===== config.mk =====
export PLATFORM = sky130hd
export DESIGN_NAME = operand_fetch
export DESIGN_NICKNAME = d
export VERILOG_FILES = /design/src/rtl/operand_fetch.sv
export SDC_FILE = /design/constraint.sdc
export NUM_CORES = 1
export LEC_CHECK = 0
export ABC_AREA = 1
export BUFFER_PORTS_ARGS = -buffer_cell sky130_fd_sc_hd__buf_2
export CORE_ASPECT_RATIO = 1.1
export CORE_MARGIN = 1.5
export CORE_UTILIZATION = 65
export CTS_BUF_LIST = sky130_fd_sc_hd__clkbuf_4 sky130_fd_sc_hd__clkbuf_8
export DETAILED_ROUTE_END_ITERATION = 6
export PLACE_DENSITY = 0.85
export SLEW_MARGIN = 20
export SYNTH_ARGS = -nofsm -noshare
export SYNTH_HDL_FRONTEND = slang
export SYNTH_SLANG_ARGS = --single-unit

===== constraint.sdc =====
create_clock -name clk -period 14 [get_ports clk]
set_clock_uncertainty 0.05 [all_clocks]
set_input_delay 2.1 -clock clk [delete_from_list [all_inputs] [get_ports clk]]
set_output_delay 2.1 -clock clk [all_outputs]
set_load 0.005 [all_outputs]

===== src/rtl/operand_fetch.sv =====
// operand_fetch: 8-entry register file feeding a sequenced two-operand fetch FSM
module operand_fetch #(
  parameter int DATA_W = 16
) (
  input  logic              clk,
  input  logic              reset,
  input  logic              start,
  input  logic [2:0]        rn,
  input  logic [2:0]        rm,
  input  logic [1:0]        shift_in,
  input  logic              write,
  input  logic [2:0]        writenum,
  input  logic [DATA_W-1:0] data_in,
  output logic [DATA_W-1:0] a_out,
  output logic [DATA_W-1:0] b_out,
  output logic [1:0]        shift_out,
  output logic              busy,
  output logic              done
);
  typedef enum logic [1:0] {IDLE, RD_A, RD_B, DONE} state_t;
  state_t state, state_nx;
  logic [DATA_W-1:0] regs [8];
  logic [2:0] rn_q, rm_q;
  logic [DATA_W-1:0] rd_a, rd_b;
  // next state, status flags and write-first read ports
  always_comb begin
    state_nx = state == IDLE ? (start ? RD_A : IDLE) :
               state == RD_A ? RD_B :
               state == RD_B ? DONE : IDLE;
    busy = state != IDLE;
    done = state == DONE;
    rd_a = write && writenum == rn_q ? data_in : regs[rn_q];
    rd_b = write && writenum == rm_q ? data_in : regs[rm_q];
  end
  // register file, writable in every state
  always_ff @(posedge clk or posedge reset) begin
    if (reset) for (int i = 0; i < 8; i++) regs[i] <= '0;
    else if (write) regs[writenum] <= data_in;
  end
  // state register, request capture and operand latches
  always_ff @(posedge clk or posedge reset) begin
    if (reset) begin
      state     <= IDLE;
      rn_q      <= '0;
      rm_q      <= '0;
      a_out     <= '0;
      b_out     <= '0;
      shift_out <= '0;
    end else begin
      state <= state_nx;
      if (state == IDLE && start) begin
        rn_q      <= rn;
        rm_q      <= rm;
        shift_out <= shift_in;
      end
      if (state == RD_A) a_out <= rd_a;
      if (state == RD_B) b_out <= rd_b;
    end
  end
endmodule


Word level (Yosys, flattened, before mapping)
Index checks and enable logic that the tools add are counted.
{"block": "classes", "eq_ne": 5, "bitwise": 3, "reduce_logical": 6, "n_mux": 15, "magnitude_cmp": 4}
{"operator": "128-bit bitwise mux", "count": 1}
{"operator": "16-bit two-way mux", "count": 7}
{"operator": "16-bit binary-select mux with 3-bit select", "count": 2}
{"operator": "16-bit demux with 3-bit select", "count": 1}
{"operator": "4-bit greater-or-equal comparator, second input constant", "count": 3}
{"operator": "3-bit inverter with 4-bit output", "count": 3}
{"operator": "3-bit == test", "count": 2}
{"operator": "2-bit two-way mux", "count": 3}
{"operator": "2-bit == test, second input constant", "count": 2}
{"operator": "1-bit logical AND", "count": 4}
{"operator": "4-bit by 1-bit less-than comparator with 1-bit output, second input constant", "count": 1}
{"operator": "2-bit by 1-bit == test with 1-bit output, second input constant", "count": 1}
{"operator": "2-bit zero test", "count": 1}
{"operator": "2-bit nonzero test", "count": 1}
{"operator": "1-bit two-way mux", "count": 1}
{"block": "totals", "elab_cells": 47, "output_inout_bits": 36, "inputBits": 31, "ff_bits": 170}

Logic depth before layout (Yosys ltp)
Gate-level depths: netlist of the first run.
{"block": "depth", "depth_word": 6, "mapped_depth": 10, "depth_no_buf": 8}

Worst setup path before layout of the first run
OpenSTA, ideal clock, no wires.
{"block": "synth_path", "path_type": "input-to-reg", "start": "input port writenum[1]", "end": "register a_out[0]", "setup_slack_ps": 11028, "required_ps": 13830, "path_stages": 8, "setup_time_ps": 120, "n_path_buf": 1, "arrival_time_ps": 2802, "path_cell_list": "inv_2 -> nand2_1 -> nand2_2 -> nor2_4 -> nand2_1 -> buf_4 -> nand3_1 -> a21oi_1"}
{"block": "synth_via", "elab_chain_len": 3}
{"item": "from (decl)", "line": "12", "text": "input logic [2:0] writenum,"}
{"item": "3-bit == test", "line": "32", "text": "rd_a = write && writenum == rn_q ? data_in : regs[rn_q];"}
{"item": "1-bit logical AND", "line": "32"}
{"item": "16-bit two-way mux", "line": "32"}
{"item": "to (signal assigned)", "line": "56", "text": "if (state == RD_A) a_out <= rd_a;"}
{"item": "to (decl)", "line": "14", "text": "output logic [DATA_W-1:0] a_out,"}
Every way passes these cells.
A chain may end at the register's enable or synchronous reset.

Final worst setup path of the first run
{"block": "layout_path", "start": "input port writenum[1]", "end": "register a_out[2]"}
The elaborated chain is that of the path after synthesis.

==> flow_metrics.env, run 1 <==
export IMPL_fin_util_pct=71.4
export IMPL_cap_violations=0
export IMPL_syn_area_per_cell_um2=6.97
export IMPL_crit_slowest_cell="nand2_1"
export IMPL_clkPwrFrac_pct=19.1
export IMPL_cpLargestDelayFamily="simple AND/OR/NAND/NOR gates"
export IMPL_grtUsageTotal_pct=35.7
export IMPL_grt_max_degree=89
export IMPL_dp_hpwl_um=15500
export IMPL_ant_nets=0
export IMPL_htreeDepth=4
export IMPL_clock_latency_ps=480
export IMPL_crit_required_ps=14360
export IMPL_fin_crit_sh_pct=25.3
export IMPL_grt_pass1_vias=8433
export IMPL_slew_headroom_pct=43.8
export IMPL_yosysWarnings=0
export IMPL_period_needed_ps=3540
export IMPL_antenna_found_initial=0
export IMPL_hold_viol=0
export IMPL_synth_edf_count=0
export IMPL_die_x_um=118
export IMPL_rsz0062_at_grt="false"
export IMPL_r2r_start="rn_q[1]"
export IMPL_critPathKind="in2reg"
export IMPL_clock_path_buffers=2
export IMPL_critPathLaunchType="primary input"
export IMPL_ys_seq_area_share_pct=45.0
export IMPL_critPathLaunch="writenum[1]"
export IMPL_cts_root_buf="clkbuf_8"
export IMPL_slew_violations=0
export IMPL_worstSetupEndpointType="register"
export IMPL_cts_sinks=170
export IMPL_coreArea_mm2=0.0143
export IMPL_die_area_mm2=0.0153
export IMPL_nNetsFinal=1404
export IMPL_syn_to_final_growth_pct=8.16
export IMPL_pre_cts_ws_ps=9960
export IMPL_cellPowerDensity_mw_per_mm2=210
export IMPL_drt_iter0_drc=1260
export IMPL_gp_congestion=0.864
export IMPL_synth_area_mm2=0.00946
export IMPL_grt_overflow=0
export IMPL_synth_top_cell_area_share_pct=45.0
export IMPL_synth_seq_cells=170
export IMPL_layoutNonFillerInstCount=1573
export IMPL_hp_start="regs[118]"
export IMPL_place_detailed_instances=1540
export IMPL_worstPathMaxFanout=17
export IMPL_synth_cells=1357
export IMPL_post_cts_resized=0
export IMPL_swShare_pct=44.9
export IMPL_cpPeakStageDelay_ps=520
export IMPL_hold_buffers=0
export IMPL_worst_pin_slew_ps=843
export IMPL_outcome="completed"
export IMPL_routedWlPerCell_um=16.9
export IMPL_n_antenna_cell=0
export IMPL_remaining_drc_errors=0
export IMPL_crit_buf_inv=3
export IMPL_cts_inserted_buffers=17
export IMPL_hp_class="reg2reg"
export IMPL_cts_tree="done"
export IMPL_ys_types=25
export IMPL_finalSetupViolations=0
export IMPL_start_util_pct=66.0
export IMPL_totalWireLength_um=26500
export IMPL_synth_area_leader_cell="dfrtp_1"
export IMPL_vias=9224
export IMPL_power_uw=2150
export IMPL_pwr_share_seq_pct=32.4
export IMPL_p_sw_uw=963
export IMPL_cts_setup_buffers=0
export IMPL_io_pins=67
export IMPL_ir_worst_vdd_mv=0.109
export IMPL_num_rows=46
export IMPL_die_y_um=130
export IMPL_p_leak_uw=0.00537
export IMPL_clkSlewWorstSetupHoldPaths_ps=90
export IMPL_via_per_inst=5.86
export IMPL_pwr_share_comb_pct=48.6
export IMPL_synthFlopType="dfrtp_1"
export IMPL_grt_pass1_wl_um=42300
export IMPL_first_pass_iters=6
export IMPL_p_int_uw=1180
export IMPL_numPortBuffers=66
export IMPL_fin_ws_ps=10460
export IMPL_max_clock_freq_ghz=0.283
export IMPL_ys_top_cells_by_area="dfrtp_1 45%, nand2_1 19%, nand3_1 12%"
export IMPL_worstPathArrival_ps=3900
export IMPL_synthArstFlopShare_pct=100
export IMPL_synth_nets=1393
export IMPL_tns_ps=0
export IMPL_drive_above_1_share_pct=10.8
export IMPL_path_cells="buf_2 > inv_2 > nand2_1 > nand2_2 > nor2_4 > nand2_1 > inv_2 > nor2_1 > o21ai_1"
-- final cells by class --
class                   instances  area [um2]
clock inverters                 5         128
clock buffers                  27         353
fillers                      1113        4100
flip-flops and latches        170        4260
repair buffers                 77         420
multi-input cells             939        4210
well taps                     192         240
inverters                     163         622
-- through the flow --
step	area (um2)	hold WS [ps]
global placement	9710	416
floorplan	9460	403
CTS	10200	442
finish	10200	440
global route	10200	459
detailed placement	9710	423
-- flip-flops by register name, summed over array words and instances (netlist names) --
| name | count |
|---|---|
| rm_q | 3 |
| rn_q | 3 |
| a_out | 16 |
| state | 2 |
| b_out | 16 |
| regs | 128 |
| shift_out | 2 |
-- Yosys cell counts (2+ instances only) --
library cell,n
o21ai_1,16
nor2_4,3
buf_6,4
buf_2,27
inv_1,154
nand3_1,235
inv_4,2
nand2_2,4
nor2_1,44
buf_4,6
ha_1,5
clkbuf_1,45
inv_2,6
a21oi_1,29
nand3_2,6
nand2_1,471
o21ai_0,120
mux2_2,2
buf_1,3
dfrtp_1,170
-- kinds of logic after synthesis --
family	Yosys count	share of synthesized area, %
buffers and inverters	248	10.8
flip-flops	170	45.0
adder cells (fa/ha/maj)	5	0.661
AO/OA/AOI/OAI	166	8.82
multiplexers	2	0.238
AND/OR/NAND/NOR	766	34.5
-- worst min-delay path, stage by stage (launching register included) --
cell	delay (ps)
dfrtp_1	350
nand2_1	50
o21ai_0	60
-- cells in the final DEF (no fill, tap or decap), types with 9 or more instances in the layout --
cell / netlist / final
dfrtp_1: 170 / 168
nand3_1: 235 / 234
nand2_1: 471 / 465
nor2_1: 44 / 44
buf_2: 27 / 66
clkbuf_8: 0 / 24
o21ai_0: 120 / 120
o21ai_1: 16 / 16
inv_1: 154 / 151
nand2_2: 4 / 10
buf_4: 6 / 9
a21oi_1: 29 / 29
-- final timing paths --
check,end,slack (ps),cells after the start
max reg2reg,a_out[2],10990,9
min,regs[118],440,2
max,a_out[2],10460,9
min in group asynchronous,regs[23],1720,2
min reg2reg,regs[118],440,2
max in group asynchronous,rm_q[0],10870,3
-- power by group through the flow --
stage / clock network (uW) / registers (uW) / logic [uW]
2_1_floorplan: 0 / 695 / 726
3_3_place_gp: 0 / 696 / 979
3_5_place_dp: 0 / 701 / 998
4_1_cts: 410 / 692 / 1010
5_1_grt: 430 / 709 / 1150
6_report: 409 / 695 / 1040
-- routing by layer --
layer  wire length [um]  GRT usage, %  vias up
met4                925          18.1        0
met1              10700          47.7     4227
met2              11500          54.2      616
met3               3360          9.68       95
met5                  0             0        -
li1                   -             -     4286
No activity file was read; power rests on OpenSTA's default activity.
==> run 2, diff against run 1 <==
--- a/config.mk
+++ b/config.mk
@@ -9,10 +9,10 @@
 export BUFFER_PORTS_ARGS = -buffer_cell sky130_fd_sc_hd__buf_2
 export CORE_ASPECT_RATIO = 1.1
 export CORE_MARGIN = 1.5
-export CORE_UTILIZATION = 65
+export CORE_UTILIZATION = 57
 export CTS_BUF_LIST = sky130_fd_sc_hd__clkbuf_4 sky130_fd_sc_hd__clkbuf_8
 export DETAILED_ROUTE_END_ITERATION = 6
-export PLACE_DENSITY = 0.85
+export PLACE_DENSITY = 0.79
 export SLEW_MARGIN = 20
 export SYNTH_ARGS = -nofsm -noshare
 export SYNTH_HDL_FRONTEND = slang
==> constraint.sdc (replaced) <==
create_clock -name clk -period 3.1 [get_ports clk]
set_clock_uncertainty 0.05 [all_clocks]
set_input_delay 0.465 -clock clk [delete_from_list [all_inputs] [get_ports clk]]
set_output_delay 0.465 -clock clk [all_outputs]
set_load 0.005 [all_outputs]
==> run 2 against run 1 <==
  * The run now ends with DRC left
  * Global-route usage is 3.8 points lower
  * Power grew to 4.5 times the previous value
  * Design area is 0.32% higher
  * Via count is 1.4% lower
  * Flip-flop and latch count stayed put
  * Worst hold slack worse by 390 ps
  * Register-to-register slack worse by 10000 ps
  * Largest cell class unchanged
==> flow_metrics.env, run 2 (same netlist as run 1, synthesis figures left out) <==
export IMPL_path_cells="inv_2 > nor2_1 > nor2_4 > nand2_1 > inv_2 > nor2_1 > o21ai_1"
export IMPL_start_util_pct=58.0
export IMPL_clock_path_buffers=2
export IMPL_dpl_cell_area_mm2=0.00982
export IMPL_tns_ps=0
export IMPL_worstPathMaxFanout=30
export IMPL_finalSetupViolations=0
export IMPL_cts_tree="done"
export IMPL_clkSlewWorstSetupHoldPaths_ps=90
export IMPL_hold_buffers=0
export IMPL_largest_reg_flops=128
export IMPL_seqCellArea_mm2=0.00426
export IMPL_clkPwrFrac_pct=18.5
export IMPL_r2r_start="rn_q[0]"
export IMPL_grt_max_degree=73
export IMPL_die_x_um=126
export IMPL_gp_congestion=0.862
export IMPL_cts_root_buf="clkbuf_8"
export IMPL_grt_overflow=0
export IMPL_period_needed_ps=2270
export IMPL_critPathKind="reg2reg"
export IMPL_drive_above_1_share_pct=10.9
export IMPL_vias=9098
export IMPL_grt_pass1_vias=8554
export IMPL_nNetsFinal=1412
export IMPL_critPathLaunchType="register"
export IMPL_die_area_mm2=0.0174
export IMPL_hold_viol=0
export IMPL_routedWlPerCell_um=16.7
export IMPL_drt_iter0_drc=1036
export IMPL_post_cts_resized=0
export IMPL_grt_pass1_wl_um=44000
export IMPL_design_area_mm2=0.0103
export IMPL_cpPeakStageDelay_ps=410
export IMPL_worstSetupEndpointType="register"
export IMPL_fill_cells=1446
export IMPL_hp_class="in2async"
export IMPL_cellPowerDensity_mw_per_mm2=933
export IMPL_cap_violations=0
export IMPL_die_y_um=138
export IMPL_coreArea_mm2=0.0163
export IMPL_p_sw_uw=4340
export IMPL_ir_worst_vdd_mv=0.397
export IMPL_fin_crit_sh_pct=73.1
export IMPL_worstPathArrival_ps=2630
export IMPL_largest_register="regs"
export IMPL_dp_hpwl_um=17100
export IMPL_cts_setup_buffers=0
export IMPL_slew_violations=0
export IMPL_cts_sinks=170
export IMPL_outcome="finished, violations left"
export IMPL_multi_input_area_mm2=0.00420
export IMPL_largest_registers="regs: 128 flops, a_out: 16 flops, b_out: 16 flops"
export IMPL_worst_pin_slew_ps=1060
export IMPL_pwr_share_comb_pct=48.2
export IMPL_final_cell_mix="469 x nand2_1, 235 x nand3_1, 168 x dfrtp_1"
export IMPL_swShare_pct=45.3
export IMPL_rsz0062_at_grt="false"
export IMPL_max_clock_freq_ghz=0.441
export IMPL_p_int_uw=5240
export IMPL_via_per_inst=5.71
export IMPL_ant_nets=0
export IMPL_crit_slowest_cell="dfrtp_2"
export IMPL_layout_commonest_cell="nand2_1"
export IMPL_syn_to_final_growth_pct=8.50
export IMPL_antenna_found_initial=0
export IMPL_p_leak_uw=0.00539
export IMPL_first_pass_iters=7
export IMPL_num_rows=49
export IMPL_violations="DRC"
export IMPL_critPathLaunch="rn_q[0]"
export IMPL_io_pins=67
export IMPL_grtUsageTotal_pct=31.9
export IMPL_totalWireLength_um=26600
export IMPL_slew_headroom_pct=29.2
export IMPL_numPortBuffers=66
export IMPL_clock_latency_ps=480
export IMPL_cts_inserted_buffers=17
export IMPL_remaining_drc_errors=8
export IMPL_htreeDepth=4
export IMPL_pwr_share_seq_pct=33.4
export IMPL_crit_required_ps=3460
export IMPL_n_antenna_cell=0
-- run 2: changes by cell type in the layout (fill, tap and decap cells not counted), sizes merged --
cell	previous run	this run
buf	77	85
clkbuf	27	21
clkinv	1	6
clkinvlp	1	2
-- run 2: per-layer routing --
| layer | up-vias | GRT usage (%) | part of all wire [%] |
|---|---|---|---|
| li1 | 4313 | - | - |
| met1 | 4201 | 46.0 | 43 |
| met2 | 523 | 47.2 | 44 |
| met3 | 61 | 7.39 | 11 |
| met4 | 0 | 11.9 | 2.3 |
| met5 | - | 0 | 0 |
-- run 2: final cells by class --
type / count / share of cell area [%]
clock inverters: 11 / 1.65
clock buffers: 21 / 2.63
inverters: 163 / 6.05
repair buffers: 85 / 4.85
well taps: 204 / 2.49
flip-flops and latches: 170 / 41.5
multi-input cells: 939 / 40.9
-- run 2: worst paths after layout --
check,to,slack [ps],depth (start not counted)
setup / recovery,a_out[8],830,7
hold / removal,b_out[8],50,3
setup reg to reg,a_out[8],830,7
hold reg to reg,regs[36],440,2
max in group asynchronous,regs[125],2550,3
min in group clk,shift_out[0],160,2
-- run 2: per-stage QoR --
step / instances / util [%] / hold slack (ps) / worst slack [ps] / power, uW
floorplan: 1357 / - / 403 / 416 / 6420
global placement: 1561 / 60.2 / 415 / 1030 / 7600
detailed placement: 1561 / 60.2 / 423 / 904 / 7700
CTS: 1593 / 62.9 / 72.1 / 883 / 9460
global route: 1593 / 62.9 / 95.3 / 679 / 10300
finish: 1593 / 62.9 / 51.6 / 833 / 9580
-- run 2: power groups by stage --
| stage | logic [uW] | clock network [uW] | registers (uW) |
|---|---|---|---|
| finish | 4610 | 1770 | 3200 |
| global route | 5150 | 1850 | 3270 |
| CTS | 4500 | 1770 | 3190 |
| detailed placement | 4470 | 0 | 3230 |
| global placement | 4390 | 0 | 3210 |
| floorplan | 3280 | 0 | 3140 |
-- run 2: critical path: cells and delay by family (launching register included) --
kind / cells / cell delay (ps)
AO/OA/AOI/OAI: 1 / 130
buffers and inverters: 2 / 630
flip-flops: 1 / 410
AND/OR/NAND/NOR: 4 / 940
